==> src/rtl/text_pkg.sv <==
// Shared widths and FSM state type for the text-to-word packing path.
package text_pkg;

   localparam int unsigned CHAR_W         = 8;
   localparam int unsigned WORD_W         = 24;
   localparam int unsigned CHARS_PER_WORD = 3;

   typedef enum logic {
      FILL = 1'b0,
      HOLD = 1'b1
   } pack_state_t;

endpackage

==> src/rtl/char_packer_hold_timer.sv <==
// 8-bit loadable down-counter; stops at zero and flags it.
module hold_timer (
   input  logic       clk,
   input  logic       reset,
   input  logic       load,
   input  logic       en,
   input  logic [7:0] load_val,
   output logic       zero
);

   logic [7:0] count;

   always_ff @(posedge clk) begin
      if (reset) begin
         count <= '0;
      end else if (load) begin
         count <= load_val;
      end else if (en && (count != '0)) begin
         count <= count - 8'd1;
      end
   end

   assign zero = (count == '0);

endmodule

==> src/rtl/char_packer.sv <==
// Packs up to three characters into a 24-bit word and holds it on the
// channel for HOLD_CYCLES cycles; short final words are padded with PAD_CHAR.
module char_packer
   import text_pkg::*;
#(
   parameter int unsigned        HOLD_CYCLES = 15,
   parameter logic [CHAR_W-1:0]  PAD_CHAR    = 8'h00
) (
   input  logic              clk,
   input  logic              reset,
   input  logic [CHAR_W-1:0] char_in,
   input  logic              char_valid,
   input  logic              char_last,
   output logic              char_ready,
   output logic [WORD_W-1:0] word_out,
   output logic              word_valid,
   output logic              word_last,
   output logic              busy
);

   localparam logic [7:0] HOLD_LOAD = 8'(HOLD_CYCLES - 1);
   localparam logic [1:0] FULL_IDX  = 2'(CHARS_PER_WORD - 1);

   pack_state_t       state;
   pack_state_t       state_next;
   logic [1:0]        fill_cnt;
   logic [CHAR_W-1:0] char_buf [CHARS_PER_WORD];
   logic [WORD_W-1:0] word_next;
   logic              accept;
   logic              word_done;
   logic              timer_load;
   logic              timer_en;
   logic              timer_zero;

   hold_timer u_hold_timer (
      .clk      (clk),
      .reset    (reset),
      .load     (timer_load),
      .en       (timer_en),
      .load_val (HOLD_LOAD),
      .zero     (timer_zero)
   );

   always_ff @(posedge clk) begin
      if (reset) begin
         state <= FILL;
      end else begin
         state <= state_next;
      end
   end

   always_comb begin
      state_next = state;
      accept     = 1'b0;
      word_done  = 1'b0;
      timer_load = 1'b0;
      timer_en   = 1'b0;
      unique case (state)
         FILL: begin
            accept = char_valid;
            if (char_valid && ((fill_cnt == FULL_IDX) || char_last)) begin
               word_done  = 1'b1;
               timer_load = 1'b1;
               state_next = HOLD;
            end
         end
         HOLD: begin
            timer_en = 1'b1;
            if (timer_zero) begin
               state_next = FILL;
            end
         end
         default: state_next = FILL;
      endcase
   end

   assign char_ready = (state == FILL);
   assign busy       = (state == HOLD) || (fill_cnt != '0);

   // Slots below the fill count come from the buffer, the current slot from
   // char_in, and anything beyond it is padding.
   always_comb begin
      int unsigned fill_n;
      word_next = '0;
      fill_n    = 32'(fill_cnt);
      for (int unsigned i = 0; i < CHARS_PER_WORD; i++) begin
         if (i < fill_n) begin
            word_next[i*CHAR_W +: CHAR_W] = char_buf[i[1:0]];
         end else if (i == fill_n) begin
            word_next[i*CHAR_W +: CHAR_W] = char_in;
         end else begin
            word_next[i*CHAR_W +: CHAR_W] = PAD_CHAR;
         end
      end
   end

   always_ff @(posedge clk) begin
      if (reset) begin
         fill_cnt   <= '0;
         char_buf   <= '{default: '0};
         word_out   <= '0;
         word_valid <= 1'b0;
         word_last  <= 1'b0;
      end else begin
         if (word_done) begin
            word_out  <= word_next;
            word_last <= char_last;
            fill_cnt  <= '0;
         end else if (accept) begin
            char_buf[fill_cnt] <= char_in;
            fill_cnt           <= fill_cnt + 2'd1;
         end
         word_valid <= (state_next == HOLD);
      end
   end

endmodule

==> config.mk <==
export PLATFORM = sky130hd
export DESIGN_NAME = char_packer
export DESIGN_NICKNAME = d
export VERILOG_FILES = /design/src/rtl/text_pkg.sv /design/src/rtl/char_packer_hold_timer.sv /design/src/rtl/char_packer.sv
export SDC_FILE = /design/constraint.sdc
export NUM_CORES = 1
export LEC_CHECK = 0
export BUFFER_PORTS_ARGS = -buffer_cell sky130_fd_sc_hd__buf_2
export CAP_MARGIN = 20
export CORE_AREA = 2 2 64 96
export DETAILED_ROUTE_END_ITERATION = 10
export DIE_AREA = 0 0 66 98
export GPL_TIMING_DRIVEN = 0
export PLACE_DENSITY = 0.68
export SLEW_MARGIN = 20
export SYNTH_ARGS = -nofsm -noshare
export SYNTH_HDL_FRONTEND = slang
export SYNTH_SLANG_ARGS = --single-unit
==> constraint.sdc <==
create_clock -name clk -period 3.5 [get_ports clk]
set_clock_uncertainty 0.15 [all_clocks]
set_input_delay 0.35 -clock clk [delete_from_list [all_inputs] [get_ports clk]]
set_output_delay 0.35 -clock clk [all_outputs]
set_load 0.01 [all_outputs]
==> results of run 1 <==
[power groups by stage]
stage                     combinational (mW)  sequential, mW  clock, mW
after floorplan                        0.156           0.772          0
after global placement                 0.241           0.763          0
after detailed placement               0.245           0.764          0
after CTS                              0.245           0.748      0.589
after global routing                   0.272           0.754      0.628
final                                  0.243           0.748      0.576
[placed cells by master, fill, tap and decap left out, drive strengths merged, types with 6 or more instances in the layout]
master,count
a211oi,26
a21oi,6
and3,8
buf,40
clkbuf,25
dfxtp,60
ha,6
inv,8
mux2i,24
nand2,16
nor2,54
nor2b,10
nor3,16
[registers in the layout, summed over array words and instances, names as in the netlist]
| name | count |
|---|---|
| u_hold_timer.count | 8 |
| word_out | 24 |
| char_buf | 24 |
| word_valid | 1 |
| word_last | 1 |
| fill_cnt | 2 |
[worst min path at each step]
stage | endpoint | startpoint | slack (ps)
2_1_floorplan | char_buf[0]$_SDFFE_PP0P_ | char_buf[0]$_SDFFE_PP0P_ | 290
3_3_place_gp | char_buf[0]$_SDFFE_PP0P_ | char_buf[0]$_SDFFE_PP0P_ | 300
3_5_place_dp | char_buf[3]$_SDFFE_PP0P_ | char_buf[3]$_SDFFE_PP0P_ | 310
4_1_cts | char_buf[10]$_SDFFE_PP0P_ | char_in[2] | 140
5_1_grt | char_buf[17]$_SDFFE_PP0P_ | char_in[1] | 150
6_report | char_buf[10]$_SDFFE_PP0P_ | char_in[2] | 160
[cells by family after synthesis]
kind of cell             count (synthesis)
multiplexers                            24
AO/OA/AOI/OAI                           44
AND/OR/NAND/NOR                        117
XOR/XNOR                                 3
buffers and inverters                   23
flip-flops                              60
adder cells (fa/ha/maj)                  6
[routing by layer]
layer  part of all wire, %  vias up  GRT usage [%]
met5                     0        -              0
li1                      -     1063              -
met3                   4.4       10           6.68
met2                    49       47           29.9
met1                    45      956           23.1
met4                   2.2        0           8.32
[worst register-to-register path, cell delays in order (launching register included)]
cell,delay [ps]
dfxtp_1,350
clkbuf_1,360
inv_1,250
ha_1,230
buf_2,210
nand3_1,410
mux2i_1,240
nor2_1,50
[synthesized netlist by cell type, types with 2 or more instances]
library cell / number
dfxtp_1: 60
nor2_1: 54
a211oi_1: 26
mux2i_1: 24
nand2_1: 16
nor3_1: 16
clkbuf_1: 15
nor2b_1: 10
and3_1: 8
a21oi_1: 6
ha_1: 6
inv_1: 6
o21ai_0: 4
nand3_1: 3
xnor2_1: 3
a31oi_1: 2
[layout make-up]
type / instances / area, um2 / share of cell area [%]
Timing Repair Buffer: 38 / 190 / 6.46
Clock buffer: 10 / 138 / 4.67
Sequential cell: 60 / 1200 / 40.8
Tap cell: 72 / 90.1 / 3.06
Multi-Input combinational cell: 194 / 1190 / 40.4
Buffer: 17 / 65.1 / 2.21
Inverter: 6 / 22.5 / 0.765
Clock inverter: 6 / 47.5 / 1.61
==> flow_metrics.py, run 1 <==
metrics = {
    "routing": {
        "dr_total_vias": 2076,
        "first_pass_iters": 4,
        "wl_per_cell_um": 13.4,
        "wl_mm": 5.39,
        "first_iter_violations": 71,
        "vias_per_cell": 5.15,
        "drc_errors": 0,
        "final_antenna_net_count": 0,
    },
    "die": {
        "start_util_pct": 43.5,
        "pin_count": 40,
        "die_h_um": 98,
        "die_w_um": 66,
        "die_area_um2": 6470,
        "fp-row-count": 34,
        "core_um2": 5700,
    },
    "placed_design": {
        "dpl_worst_slack_ps": 1100,
        "placed_cells": 387,
        "gp_congestion": 0.799,
        "post-dp-hpwl_mm": 4.04,
        "post_dp_cell_area_um2": 2760,
        "io_buffers": 38,
    },
    "logic_synthesis": {
        "ys_ff_latch": 60,
        "async_flop_share_pct": 0,
        "yosysUniqueCellTypes": 34,
        "synth_fa_ha_area_share_pct": 3.03,
        "synth_top_family_by_area": "simple AND/OR/NAND/NOR gates",
        "syn_area_um2": 2480,
        "synthMuxAreaShare_pct": 9.69,
        "synth_largest_area_cell": "dfxtp_1",
        "ys_warn_count": 0,
        "synth_enable_flop_cells": 0,
        "synth_flop_cell": "dfxtp_1",
        "synth_xor_area_share_pct": 1.06,
        "synthSimpleGateAreaFrac_pct": 21.9,
        "synth-seq-area-share_pct": 48.5,
        "syn-num-nets": 295,
        "synth_compound_area_share_pct": 12.3,
        "yosysTopAreaCellShare_pct": 48.5,
        "synth_area_per_cell_um2": 8.95,
        "synth_cells": 277,
        "netlist_top_cells_area": "dfxtp_1, mux2i_1, nor2_1",
    },
    "setup_path": {
        "critPathKind": "reg2out",
        "max_stage_delay_ps": 360,
        "cpMostUsedCell": "buf_2",
        "rrSetupSlack_ps": 1110,
        "crit_path_cell_trace": "clkbuf_1 -> inv_1 -> ha_1 -> buf_2 -> nand2_1 -> buf_2",
        "worstPathArrival_ps": 1980,
        "crit_fanout": 10,
        "reg2reg_to": "char_buf[20]$_SDFFE_PP0P_",
        "reg2reg_from": "fill_cnt[1]$_SDFFE_PP0N_",
        "path_buf_inv": 4,
        "crit_family": "buffers and inverters",
        "endpoint": "busy",
        "cp.depth": 6,
        "reg2reg_depth": 7,
        "cp_slowest_cell": "clkbuf_1",
        "crit_required_ps": 3000,
        "endpoint_kind": "output pin",
        "startpoint_type": "flop",
        "setup.worst_path.start": "fill_cnt[1]$_SDFFE_PP0N_",
    },
    "power_and_ir_drop": {
        "p_total_mw": 1.57,
        "seq_power_share_pct": 47.7,
        "p_sw_mw": 0.462,
        "p_clk_share_pct": 36.8,
        "leakage_nw": 1.35,
        "p_int_mw": 1.10,
        "ir_worst_vdd_mv": 0.305,
        "power.density_nw_per_um2": 532,
        "combPwrFrac_pct": 15.5,
        "switching_share_pct": 29.5,
    },
    "timing": {
        "fin_crit_sh_pct": 70.7,
        "timing.final.crit_period_ps": 2480,
        "drv_slew": 0,
        "worst_pin_slew_ps": 730,
        "rsz0062_at_grt": "false",
        "setup_slack_ps": 1020,
        "relSlewSlack_pct": 50.9,
        "report.final.hold_viol_count": 0,
        "finalSetupTns_ps": 0,
        "timing.hold.ws_ps": 156,
        "fmax_ghz": 0.404,
        "setup_viol": 0,
    },
    "job": {
        "maxCapViolations": 0,
    },
    "clock_tree": {
        "hold_buffers": 0,
        "ctsResizeCount": 0,
        "cts_buffers": 9,
        "max-clock-path-buffers": 2,
        "cts_tree": "built",
        "clock-root-buffer": "clkbuf_8",
        "path_clk_slew_ps": 70,
        "clkLatencyLatePin_ps": 350,
        "post_cts.repair.setup_buffers": 0,
        "cts_sinks": 60,
        "h-tree-depth": 3,
    },
    "global_routing": {
        "grt_pass1_vias": 1959,
        "grt_pass1_wl_mm": 9.30,
        "antenna_found_initial": 0,
        "grt_overflow": 0,
        "grt_max_degree": 13,
        "grt_use_total_pct": 19.0,
    },
    "final_layout": {
        "nets": 344,
        "final_util_pct": 51.6,
        "drive_gt1_share_pct": 17.5,
        "n_fill_cell": 571,
        "diodes": 0,
        "fin_area_um2": 2940,
        "syn_to_final_growth_pct": 18.8,
        "final_cells": 403,
    },
    "status": {
        "status": "finished clean",
    },
    "worst_hold_path": {
        "hold_class": "in2reg",
        "hold-path-cell-count": 3,
    },
}
Note: power is estimated with default switching activity, not from simulation.
==> run 2: changes to the inputs <==
==> constraint.sdc (replaced) <==
create_clock -name clk -period 2.5 [get_ports clk]
set_clock_uncertainty 0.15 [all_clocks]
set_input_delay 0.25 -clock clk [delete_from_list [all_inputs] [get_ports clk]]
set_output_delay 0.25 -clock clk [all_outputs]
set_load 0.01 [all_outputs]
==> run 2 against run 1 <==
- register-to-register slack lost 900 ps
- count of clock-buffer cells in the layout stayed put
- combinational power rose by 40%
- total power grew 40%
- worst setup slack worse by 900 ps
- die area unchanged
- wire length decreased by 0.22%
- global-route usage stayed put
- clock power grew 40%
==> flow_metrics.py, run 2 (synthesis gave the netlist of run 1 again) <==
metrics = {
    "setup_path": {
        "cpMostUsedCell": "buf_2",
        "reg2reg_depth": 6,
        "crit_required_ps": 2100,
        "rrSetupSlack_ps": 210,
        "crit_path_cell_trace": "clkbuf_1 -> inv_1 -> ha_1 -> buf_2 -> nand2_1 -> buf_2",
        "worstPathArrival_ps": 1980,
        "critPathKind": "reg2out",
        "startpoint_type": "flop",
        "crit_fanout": 10,
        "cp_slowest_cell": "clkbuf_1",
        "endpoint_kind": "output pin",
        "max_stage_delay_ps": 370,
    },
    "final_layout": {
        "n_fill_cell": 572,
        "nets": 344,
        "layout_common_cells": "dfxtp_1, nor2_1, buf_2, a211oi_1, mux2i_1",
        "diodes": 0,
        "drive_gt1_share_pct": 17.8,
        "top_regs": "char_buf x24, word_out x24, u_hold_timer.count x8",
        "mostFrequentLayoutCell": "dfxtp_1",
        "syn_to_final_growth_pct": 19.0,
        "final_util_pct": 51.7,
    },
    "global_routing": {
        "grt_pass1_vias": 1959,
        "grt_max_degree": 13,
        "grt_overflow": 0,
        "grt_pass1_wl_mm": 9.30,
        "grt_use_total_pct": 19.0,
        "antenna_found_initial": 0,
    },
    "worst_hold_path": {
        "hold-path-cell-count": 3,
        "hold_class": "in2reg",
    },
    "power_and_ir_drop": {
        "ir_worst_vdd_mv": 0.426,
        "power.density_nw_per_um2": 744,
        "p_int_mw": 1.55,
        "leakage_nw": 1.35,
        "switching_share_pct": 29.5,
        "p_sw_mw": 0.648,
        "seq_power_share_pct": 47.7,
        "combPwrFrac_pct": 15.6,
        "p_clk_share_pct": 36.7,
    },
    "clock_tree": {
        "post_cts.repair.setup_buffers": 0,
        "cts_buffers": 9,
        "max-clock-path-buffers": 2,
        "path_clk_slew_ps": 60,
        "clock-root-buffer": "clkbuf_8",
        "clkLatencyLatePin_ps": 350,
        "cts_tree": "built",
        "cts_sinks": 60,
        "h-tree-depth": 3,
    },
    "die": {
        "core_um2": 5700,
        "pin_count": 40,
        "start_util_pct": 43.5,
        "die_w_um": 66,
        "fp-row-count": 34,
        "die_h_um": 98,
        "die_area_um2": 6470,
    },
    "timing": {
        "relSlewSlack_pct": 50.8,
        "setup_viol": 0,
        "worst_pin_slew_ps": 731,
        "drv_slew": 0,
        "report.final.hold_viol_count": 0,
        "rsz0062_at_grt": "false",
        "fin_crit_sh_pct": 95.1,
        "fmax_ghz": 0.421,
        "timing.final.crit_period_ps": 2380,
        "finalSetupTns_ps": 0,
    },
    "routing": {
        "final_antenna_net_count": 0,
        "drc_errors": 0,
        "vias_per_cell": 5.13,
        "wl_per_cell_um": 13.4,
        "first_pass_iters": 4,
        "first_iter_violations": 70,
        "dr_total_vias": 2067,
        "wl_mm": 5.38,
    },
    "placed_design": {
        "io_buffers": 38,
        "gp_congestion": 0.799,
        "post-dp-hpwl_mm": 4.04,
    },
    "job": {
        "maxCapViolations": 0,
    },
    "status": {
        "status": "finished clean",
    },
}
[run 2: layer usage]
layer  up-vias  global-route usage [%]  share of wire (%)
met5         -                       0                  0
li1       1063                       -                  -
met1       946                    23.1                 45
met3        12                    6.68                4.1
met4         0                    8.32                2.3
met2        46                    29.9                 48
[run 2: worst paths after layout]
check | start | to
max | fill_cnt[1]$_SDFFE_PP0N_ | busy
min | char_last | word_last$_SDFFE_PP0P_
max reg2reg | fill_cnt[1]$_SDFFE_PP0N_ | char_buf[13]$_SDFFE_PP0P_
min reg2reg | char_buf[2]$_SDFFE_PP0P_ | char_buf[2]$_SDFFE_PP0P_
[run 2: power groups by stage]
stage	combinational (mW)	sequential [mW]	clock [mW]
2_1_floorplan	0.218	1.08	0
3_3_place_gp	0.337	1.07	0
3_5_place_dp	0.342	1.07	0
4_1_cts	0.343	1.05	0.825
5_1_grt	0.381	1.06	0.879
6_report	0.341	1.05	0.806
[run 2: metrics by stage]
stage	std cells	power (mW)	setup slack, ps	area, um2	hold WS, ps
after CTS	403	2.22	90.0	2940	41.1
after global placement	387	1.41	153	2760	303
final	403	2.19	122	2950	58.8
after global routing	403	2.32	22.3	2950	52.4
after detailed placement	387	1.41	96.4	2760	308
after floorplan	277	1.30	492	2480	244
[run 2: layout make-up]
| cell class | instances | area [um2] | area share [%] |
|---|---|---|---|
| buffer | 17 | 65.1 | 2.21 |
| multi-input combinational | 194 | 1190 | 40.5 |
| clock inverter | 6 | 47.5 | 1.61 |
| clock buffer | 10 | 138 | 4.67 |
| inverter | 6 | 22.5 | 0.764 |
| tap | 72 | 90.1 | 3.05 |
| sequential | 60 | 1200 | 40.7 |
| timing repair buffer | 38 | 190 | 6.45 |
[run 2: timing repair]
action,CTS,global route
gates resized for setup,0,1
setup endpoints to repair,0,5
hold buffers,0,0
[run 2: worst max-delay path: cells and delay by family (launching register included)]
family                     cells  cell delay [ps]
DFF                            1              360
adders and majority gates      1              230
and+or+nand+nor                1              100
buffers and inverters          4              960
